## config.mk

```make
export PLATFORM = sky130hd
export DESIGN_NAME = core_ifu_prefetch
export DESIGN_NICKNAME = d
export VERILOG_FILES = /design/src/rtl/core_ifu_pkg.sv /design/src/rtl/core_ifu_pf_chk.sv /design/src/rtl/core_ifu_pf_fifo.sv /design/src/rtl/core_ifu_prefetch.sv
export SDC_FILE = /design/constraint.sdc
export NUM_CORES = 1
export LEC_CHECK = 0
export BUFFER_PORTS_ARGS = -buffer_cell sky130_fd_sc_hd__buf_2
export CORE_AREA = 4 4 233 235
export DETAILED_ROUTE_END_ITERATION = 7
export DIE_AREA = 0 0 237 239
export GPL_TIMING_DRIVEN = 0
export PLACE_DENSITY_LB_ADDON = 0.12
export SYNTH_ARGS = -nofsm -noshare
export SYNTH_HDL_FRONTEND = slang
export SYNTH_SLANG_ARGS = --single-unit
```

## constraint.sdc

```tcl
create_clock -name clk -period 9.8 [get_ports clk]
set_input_delay 1.96 -clock clk [delete_from_list [all_inputs] [get_ports clk]]
set_output_delay 1.96 -clock clk [all_outputs]
set_load 0.005 [all_outputs]
```

## src/rtl/core_ifu_pkg.sv

```systemverilog
// Shared types and default sizing for the instruction-fetch prefetch unit.
package core_ifu_pkg;

  localparam int DEF_DATA_WIDTH      = 32;
  localparam int DEF_ADDR_WIDTH      = 32;
  localparam int DEF_DEPTH           = 8;
  localparam int DEF_MAX_OUTSTANDING = 4;

  // One returned fetch as it sits in the response buffer.
  typedef struct packed {
    logic                      err;
    logic [DEF_ADDR_WIDTH-1:0] pc;
    logic [DEF_DATA_WIDTH-1:0] data;
  } ifu_entry_t;

endpackage

```

## src/rtl/core_ifu_pf_chk.sv

```systemverilog
// Overflow checks for the two prefetch queues; has no functional outputs.
module core_ifu_pf_chk (
  input logic clk,
  input logic rst,
  input logic aq_push,
  input logic aq_pop,
  input logic aq_full,
  input logic rb_push,
  input logic rb_pop,
  input logic rb_full
);

  a_aq_no_overflow: assert property (@(posedge clk) disable iff (rst) !(aq_push && aq_full && !aq_pop));
  a_rb_no_overflow: assert property (@(posedge clk) disable iff (rst) !(rb_push && rb_full && !rb_pop));

endmodule

```

## src/rtl/core_ifu_pf_fifo.sv

```systemverilog
// Generic first-word-fall-through FIFO with synchronous clear; used both for
// in-flight fetch addresses and for returned instruction words.
module core_ifu_pf_fifo #(
  parameter int WIDTH = 32,
  parameter int DEPTH = 8
) (
  input  logic                   clk,
  input  logic                   rst,
  input  logic                   clr,
  input  logic                   push,
  input  logic [WIDTH-1:0]       push_data,
  input  logic                   pop,
  output logic [WIDTH-1:0]       pop_data,
  output logic                   empty,
  output logic                   full,
  output logic [$clog2(DEPTH):0] count
);

  localparam int PW = (DEPTH > 1) ? $clog2(DEPTH) : 1;
  localparam int CW = $clog2(DEPTH) + 1;

  logic [WIDTH-1:0] mem_r [DEPTH];
  logic [PW-1:0]    wr_ptr_r;
  logic [PW-1:0]    rd_ptr_r;
  logic [CW-1:0]    count_r;
  logic             push_s;
  logic             pop_s;

  function automatic logic [PW-1:0] ptr_next(input logic [PW-1:0] p);
    return (p == PW'(DEPTH - 1)) ? {PW{1'b0}} : p + PW'(1'b1);
  endfunction

  // Qualify requests: a push into a full FIFO is only taken alongside a pop.
  always_comb begin
    pop_s    = pop & (count_r != {CW{1'b0}});
    push_s   = push & ((count_r != CW'(DEPTH)) | pop_s);
    pop_data = mem_r[rd_ptr_r];
    empty    = (count_r == {CW{1'b0}});
    full     = (count_r == CW'(DEPTH));
    count    = count_r;
  end

  // Pointer and occupancy update.
  always_ff @(posedge clk) begin
    if (rst || clr) begin
      wr_ptr_r <= {PW{1'b0}};
      rd_ptr_r <= {PW{1'b0}};
      count_r  <= {CW{1'b0}};
    end else begin
      if (push_s) wr_ptr_r <= ptr_next(wr_ptr_r);
      if (pop_s)  rd_ptr_r <= ptr_next(rd_ptr_r);
      case ({push_s, pop_s})
        2'b10:   count_r <= count_r + CW'(1'b1);
        2'b01:   count_r <= count_r - CW'(1'b1);
        default: count_r <= count_r;
      endcase
    end
  end

  // Storage array; contents need no reset since occupancy gates every read.
  always_ff @(posedge clk) begin
    if (push_s) mem_r[wr_ptr_r] <= push_data;
  end

endmodule

```

## src/rtl/core_ifu_prefetch.sv

```systemverilog
// Instruction prefetch unit: issues fetches under credit control, tags in-order
// bus responses with their pc, and buffers them for the consumer; supports flush.
module core_ifu_prefetch
  import core_ifu_pkg::*;
#(
  parameter int DATA_WIDTH      = DEF_DATA_WIDTH,
  parameter int ADDR_WIDTH      = DEF_ADDR_WIDTH,
  parameter int DEPTH           = DEF_DEPTH,
  parameter int MAX_OUTSTANDING = DEF_MAX_OUTSTANDING
) (
  input  logic                  clk,
  input  logic                  rst,
  input  logic                  flush,
  input  logic                  lsu_rx_valid,
  output logic                  lsu_rx_ready,
  input  logic [ADDR_WIDTH-1:0] lsu_rx_addr,
  output logic                  bus_req_valid,
  input  logic                  bus_req_ready,
  output logic [ADDR_WIDTH-1:0] bus_req_addr,
  input  logic                  bus_rsp_valid,
  input  logic [DATA_WIDTH-1:0] bus_rsp_data,
  input  logic                  bus_rsp_err,
  output logic                  lsu_tx_valid,
  input  logic                  lsu_tx_ready,
  output logic [DATA_WIDTH-1:0] lsu_tx_inst,
  output logic [ADDR_WIDTH-1:0] lsu_tx_pc,
  output logic                  lsu_tx_err,
  output logic                  proto_err
);

  localparam int EW = 1 + ADDR_WIDTH + DATA_WIDTH;
  localparam int IW = $clog2(MAX_OUTSTANDING) + 1;
  localparam int BW = $clog2(DEPTH) + 1;

  logic [IW-1:0]         inflight_s;
  logic [BW-1:0]         buf_count_s;
  logic [IW-1:0]         discard_cnt_r;
  logic                  proto_err_r;
  logic                  credit_ok_s;
  logic                  issue_s;
  logic                  rsp_ok_s;
  logic                  rsp_keep_s;
  logic                  tx_pop_s;
  logic                  aq_empty_s;
  logic                  aq_full_s;
  logic                  rb_empty_s;
  logic                  rb_full_s;
  logic [ADDR_WIDTH-1:0] rsp_pc_s;
  logic [EW-1:0]         rb_in_s;
  logic [EW-1:0]         rb_out_s;

  // Handshakes and response routing; credit uses registered counts only.
  always_comb begin
    credit_ok_s   = (int'(inflight_s) + int'(buf_count_s) < DEPTH) &&
                    (int'(inflight_s) < MAX_OUTSTANDING);
    bus_req_valid = lsu_rx_valid & credit_ok_s & ~flush & ~rst;
    lsu_rx_ready  = bus_req_ready & credit_ok_s & ~flush & ~rst;
    bus_req_addr  = lsu_rx_addr;
    issue_s       = bus_req_valid & bus_req_ready;
    rsp_ok_s      = bus_rsp_valid & ~aq_empty_s & ~rst;
    rsp_keep_s    = rsp_ok_s & (discard_cnt_r == {IW{1'b0}}) & ~flush;
    rb_in_s       = {bus_rsp_err, rsp_pc_s, bus_rsp_data};
    lsu_tx_valid  = ~rb_empty_s & ~flush & ~rst;
    tx_pop_s      = lsu_tx_valid & lsu_tx_ready;
    {lsu_tx_err, lsu_tx_pc, lsu_tx_inst} = rb_out_s;
    proto_err     = proto_err_r;
  end

  // Discard credit for fetches flushed while in flight, and the sticky protocol error.
  always_ff @(posedge clk) begin
    if (rst) begin
      discard_cnt_r <= {IW{1'b0}};
      proto_err_r   <= 1'b0;
    end else begin
      if (flush) begin
        discard_cnt_r <= inflight_s - IW'(rsp_ok_s);
      end else if (rsp_ok_s && (discard_cnt_r != {IW{1'b0}})) begin
        discard_cnt_r <= discard_cnt_r - IW'(1'b1);
      end else begin
        discard_cnt_r <= discard_cnt_r;
      end
      proto_err_r <= proto_err_r | (bus_rsp_valid & aq_empty_s);
    end
  end

  // The address queue occupancy doubles as the in-flight count.
  core_ifu_pf_fifo #(.WIDTH(ADDR_WIDTH), .DEPTH(MAX_OUTSTANDING)) u_addr_q (
    .clk       (clk),
    .rst       (rst),
    .clr       (1'b0),
    .push      (issue_s),
    .push_data (lsu_rx_addr),
    .pop       (rsp_ok_s),
    .pop_data  (rsp_pc_s),
    .empty     (aq_empty_s),
    .full      (aq_full_s),
    .count     (inflight_s)
  );

  core_ifu_pf_fifo #(.WIDTH(EW), .DEPTH(DEPTH)) u_rsp_buf (
    .clk       (clk),
    .rst       (rst),
    .clr       (flush),
    .push      (rsp_keep_s),
    .push_data (rb_in_s),
    .pop       (tx_pop_s),
    .pop_data  (rb_out_s),
    .empty     (rb_empty_s),
    .full      (rb_full_s),
    .count     (buf_count_s)
  );

  core_ifu_pf_chk u_chk (
    .clk     (clk),
    .rst     (rst),
    .aq_push (issue_s),
    .aq_pop  (rsp_ok_s),
    .aq_full (aq_full_s),
    .rb_push (rsp_keep_s),
    .rb_pop  (tx_pop_s),
    .rb_full (rb_full_s)
  );

endmodule

```

## Word level (Yosys, flattened, before mapping)

Memory sizes are Yosys's and may differ from the RTL's. A register that Yosys moved wholly into a read port is not among the register bits.
Cells that the tools add are included.

- Add/subtract/negate cells: 11
- Magnitude comparators: 2
- Equality and inequality tests: 10
- Mux-type cells: 16
- Bitwise logic cells: 26
- Reductions and logical operators: 12

Operators by type and width:

| kind | count |
|---|---|
| AND 1 bit | 19 |
| 2-to-1 mux 3 bit | 6 |
| adder 3 x 1 -> 3 bit, second input constant | 3 |
| == test 2 bit, second input constant | 4 |
| 2-to-1 mux 2 bit | 4 |
| one-hot mux 4 bit (2 select lines) | 1 |
| == test 3 bit, second input constant | 2 |
| logical NOT 3 bit | 2 |
| one-hot mux 3 bit (2 select lines) | 1 |
| nonzero test 2 bit | 3 |
| nonzero test 3 bit | 2 |
| subtractor 3 x 1 -> 3 bit, second input constant | 2 |
| adder 3 x 4 -> 5 bit | 1 |
| < comparator 5 x 4 -> 1 bit, second input constant | 1 |
| adder 2 x 1 -> 2 bit, second input constant | 2 |
| adder 4 x 1 -> 4 bit, second input constant | 1 |
| == test 2 x 1 -> 1 bit, second input constant | 2 |
| logical NOT 4 bit | 1 |
| 2-to-1 mux 1 bit | 4 |
| != test 4 bit, second input constant | 1 |
| NOT 1 bit | 4 |
| nonzero test 4 bit | 1 |
| subtractor 4 x 1 -> 4 bit, second input constant | 1 |
| < comparator 3 bit, second input constant | 1 |
| other kinds (5) | 8 |

- Bits in registers: 21
- RAM bits: 648
- Input port bits: 72
- Output and inout port bits: 101
- Logic and storage cells: 87
- Memories: 2

Memory list:

| memory | words | width | rd ports | clocked after memory_dff | wr ports | RTL line | RTL |
|---|---|---|---|---|---|---|---|
| u_rsp_buf.mem_r | 8 | 65 | 1 | 1 | 1 | core_ifu_pf_fifo.sv:22 | `logic [WIDTH-1:0] mem_r [DEPTH];` |
| u_addr_q.mem_r | 4 | 32 | 1 | 1 | 1 | core_ifu_pf_fifo.sv:22 |  |

## Logic depth before layout (Yosys ltp)

- Depth in word-level cells: 10
- Gate-level depth with buffers: 12
- Mapped depth without buffers: 11

## Hierarchy

From an unflattened synthesis, not the netlist that was laid out.

- Cell total of the unflattened synthesis: 1139
- Area total of the unflattened synthesis: 26033.7 µm²

By module, submodules not included:

| module | instances | cells an instance | area an instance (µm²) | seq. area each (µm²) |
|---|---|---|---|---|
| core_ifu_pf_fifo (u_rsp_buf) | 1 | 835 | 20241.9 | 15875.2 |
| core_ifu_pf_fifo (u_addr_q) | 1 | 226 | 5163.7 | 4023.9 |
| core_ifu_prefetch | 1 | 78 | 628.1 | 80.1 |

## Worst setup path before layout

No wires, ideal clock.

- Kind: input to register
- From: in flush
- To: mem u_rsp_buf.mem_r[1][0] (netlist name) (enable)
- Library setup time: 0.672 ns
- Data arrival time: 9.537 ns
- Data required time: 9.128 ns
- Setup slack: -0.409 ns
- Stages on the path: 5
- Buffers on the path: 2
- Cells stage by stage: or2_0 buf_4 a2111o_1 buf_4 nor4b_1

- Cells in the longest elaborated chain, start to end: 9
- Elaborated cells between the ends (all ways): 10
- Classes of those cells: mux: 2; bitwise: 8

RTL lines:

| item | RTL line | RTL |
|---|---|---|
| from (decl) | core_ifu_prefetch.sv:13 | `input logic flush,` |
| NOT 1 bit * | core_ifu_prefetch.sv:61, core_ifu_prefetch.sv:63 |  |
| AND 1 bit (2 in a row) | core_ifu_prefetch.sv:63 | `lsu_tx_valid = ~rb_empty_s & ~flush & ~rst;` |
| AND 1 bit | core_ifu_prefetch.sv:64 | `tx_pop_s = lsu_tx_valid & lsu_tx_ready;` |
| AND 1 bit | core_ifu_pf_fifo.sv:35 | `pop_s = pop & (count_r != {CW{1'b0}});` |
| OR 1 bit | core_ifu_pf_fifo.sv:36 | `push_s = push & ((count_r != CW'(DEPTH)) \| pop_s);` |
| AND 1 bit * | core_ifu_pf_fifo.sv:36 |  |
| 2-to-1 mux 1 bit * | core_ifu_pf_fifo.sv:62 | `if (push_s) mem_r[wr_ptr_r] <= push_data;` |
| 2-to-1 mux 1 bit (implied by the code) * | core_ifu_pf_fifo.sv:62 |  |
| to (decl) | core_ifu_pf_fifo.sv:22 |  |

Every way passes the cells marked *; elsewhere a longest branch is shown, timed or not.

==> results.md <==
- The flow ran to the end, and the final reports show no timing, DRC or antenna violations.
- The worst path arrival time is 3120 ps.
- The starting density of the core is 49.35%.
- The half-perimeter wire length after detailed placement is around 33 mm.
- The max-slew headroom at the worst pin is 36.25%.
- The element type at the critical path start is a flop.
- The worst register-to-register path has a setup slack of 6530 ps.
- By startpoint and endpoint, the worst setup path is classified as reg -> out.
- After synthesis the cells add up to about 26000 um^2.
- After the first detailed-routing iteration, the DRC count stood at 783.
- The area growth from synthesis to layout is 17.78%.
- At the later pin of the worst-skew pair, clock insertion delay measures slightly below 600 ps.
- The count of cells along the worst register-to-register path is 7.
- The worst path uses about half of the clock period.
- The post-layout instance area is 30360 um^2.
- The upper clock frequency limit is 196.7 MHz.
- The synthesized netlist devotes less than 1% of its cell area to XOR and XNOR gates.
- The net count after synthesis is 1211.
- The element type at the critical path end is a primary output.
- The total negative slack is 0 ps.
- The total inserted antenna cells is 0.
- Post-CTS timing repair inserted 0 buffers for setup.
- TritonCTS built the clock tree.
- The basic-gate share of the synthesized area counting and, or, nand and nor cells is under 10%.
- The number of nets with antenna violations after routing is 0.
- The share of cells above drive strength 1 is 41.26%.
- The total track usage is 18.05%.
- For this design, the CTS-stage hold fixing added 0 buffers.
- The count of final max-slew check failures came to 0.
- After clock tree synthesis, the clock-pin slew on the worst setup and hold paths is approximately 60 ps.
- For this run, design rule violations remaining after detail routing come to 0.
- Synthesis handed over a netlist of 1118 instances.
- The final layout contains 1507 nets.
- The worst hold path passes through 2 cells.
- For the pin with the worst max-slew slack, the measured transition is 952.3 ps.
- TritonCTS created 70 clock buffers.
- The Yosys step of the flow raised 0 warnings.
- Of the post-synthesis cell area, the dominant cell type holds between 70% and 80%.
- Of the total synthesized cell area, the portion taken by full adders, half adders and majority gates is 1.078%.
- At the worst endpoint, the required time is ~8000 ps.
- The via count of the first global-routing pass was between 10000 and 15000.
- Counting distinct cell types in the post-synthesis netlist gives 41.
- The origin of the critical flop-to-flop path is u_addr_q.count[2]$_SDFFE_PP0P_.
- Setup repair after global routing left no endpoint under its margin.
- For this design the static power due to leakage is a little under 10 nW.
- The H-tree was split into 3 levels.
- The tightest min-delay check is of the reg -> reg type.
- The tightest hold path in the finished design has a slack of around 470 ps.
- Wires add up to between 50 and 60 mm.
- During placement, the flow inserted port buffers numbering approximately 170.
- The synthesized design contains ~650 enable-type register cells.
- Of all nets on the critical path, the largest fanout is 10.
- For this run, the number of standard cells in the final layout without fillers is 2152.
- The critical hold path startpoint is proto_err$_SDFF_PP0_.
- The synthesized netlist devotes 0.7329% of its cell area to compound gates.
- The number of cells upsized or downsized after cts is 0.
- The row count is 84.
- After global routing the overflow that remains totals 0.
- The path with the worst hold slack has its endpoint at proto_err$_SDFF_PP0_.
- Measured along the x axis, the die boundary spans 237 um.
- The tree is rooted in a clkbuf_16.
- The commonest cells after synthesis are edfxtp_1, mux4_2, mux2_2.
- The number of maximum-capacitance violations is 0.
- After synthesis, the cell types taking the most area are edfxtp_1, mux4_2, mux2_2, dfxtp_1, buf_4.
- The first global-routing pass estimated 76.83 mm of wire.
- After detailed placement, the design holds a cell count of 2030.
- The pin count of the biggest net entering global routing is 33.
- The via density per instance is 5.458.
- The detailed-routing iteration count for the pre-antenna-repair pass is 4.
- Once placement finished, the instance area stood at 28270 um^2.
- Dividing total power by cell area gives a power density of approximately 190 nW/um^2.
- The critical register-to-register path endpoint is u_rsp_buf.mem_r[3][27]$_DFFE_PP_.
- The area of the placeable core is 52240 um^2.
- The number of endpoints with negative hold slack in the final report was 0.
- The average wire per standard cell is 23.35 um.
- The highest ir drop seen on vdd is 0.1395 mV.
- The weighted congestion reported at the end of routability-driven placement is 0.7125.
- The number of top-level design ports is 173.
- Multiplexer cells account for 17.15% of the synthesized area.
- Of the synthesized area, sequential elements account for 77.50%.
- The dominant combinational cell family by area after synthesis is multiplexers.
- The die covers 56640 um^2.
- The setup skew after layout is 15.56 ps.
- The most frequent cell after synthesis is edfxtp_1.
- The clock period minus worst slack is 5085 ps.
- The die outline height is 239 um.
- The maximum buffer depth of the clock tree is 3.
- The count of clock tree sinks is 674.
- The flop and latch count out of synthesis is 674.
- Setup violations remaining at the end of the flow were counted as 0.
- The total power of the final layout is around 5.7 mW.
- The synthesized area divided by synthesized cell count is about 23 um^2.
- The fraction of registers with async set/reset is 0%.
- The cell taking the most area after synthesis is edfxtp_1.
- The count of vias placed by the detailed router is 11750.
- The number of antenna violations at the first check in global routing came to 0.
- The flip-flop cell with the highest count after synthesis is edfxtp_1.
worst max-delay path by stage:
stage / endpoint / from / cells past startpoint
final: lsu_tx_pc[4] / flop / 5
after global routing: lsu_tx_pc[1] / flop / 5
after CTS: lsu_tx_pc[26] / flop / 5
after detailed placement: u_rsp_buf.mem_r[3][26]$_DFFE_PP_ / flush / 9
after global placement: u_rsp_buf.mem_r[0][28]$_DFFE_PP_ / flush / 6
after floorplan: u_rsp_buf.mem_r[0][0]$_DFFE_PP_ / flush / 5
per-stage QoR:
stage	utilization, %	worst slack [ps]
2_1_floorplan	-	116.6
3_3_place_gp	52.67	-6972
3_5_place_dp	54.12	4746
4_1_cts	58.12	4552
5_1_grt	58.12	4509
6_report	58.12	4715
report_power, final:
group	switching (mW)	internal [mW]	leakage [nW]	total, mW
clock network	1.01	1.43	1.02	2.44
logic	0.0600	0.0418	2.76	0.102
registers	0.00218	3.16	6.04	3.16
total	1.07	4.63	9.81	5.70
metal layers:
layer / vias up / global-route usage, % / share of wire (%)
li1: 5232 / - / -
met1: 6222 / 26.22 / 45
met2: 237 / 29.16 / 50
met3: 54 / 2.930 / 3.8
met4: 0 / 4.636 / 1.5
met5: - / 0 / 0
placed cells by master, fill, tap and decap left out, drive strengths merged, types with 5 or more instances in the layout:
master and count:
ha 19, nand2 5, dfxtp 26, o21ai 6, edfxtp 648, mux2 65, a21oi 8, clkinv 27
mux4 162, inv 17, o31ai 5, nor2 21, nand3 8, buf 286, and2 6, nor3 7
clkbuf 108
final cells by class:
type / count / area [um^2]
plain buffers: 80 / 449.2
multi-input cells: 348 / 5356
clock inverters: 32 / 241.5
fillers: 3797 / 21870
flip-flops and latches: 674 / 19980
clock buffers: 90 / 1848
well taps: 688 / 860.8
inverters: 16 / 60.06
repair buffers: 224 / 1567
sequential cells by signal, summed over array words and instances, names as in the netlist, 3 cells and up, named ones only:
name	cells
u_rsp_buf.rd_ptr_r	3
discard_cnt_r	3
u_rsp_buf.count	4
u_rsp_buf.wr_ptr_r	3
u_addr_q.count	3
u_addr_q.mem_r	128
u_rsp_buf.mem_r	520
logic make-up (layout without fill, tap and decap cells):
logic type	after synthesis	in the layout
multiplexers	231	231
buffers and inverters	96	442
AO/OA/AOI/OAI	26	26
XOR/XNOR	6	6
AND/OR/NAND/NOR	64	64
adder cells (fa/ha/maj)	21	21
flip-flops	674	674
worst max-delay path, stage by stage (launching register included):
cell	delay, ps
dfxtp_1	490
clkbuf_1	510
buf_1	690
mux4_2	430
mux2_2	290
buf_2	130
Power figures use the tool's default switching activity.
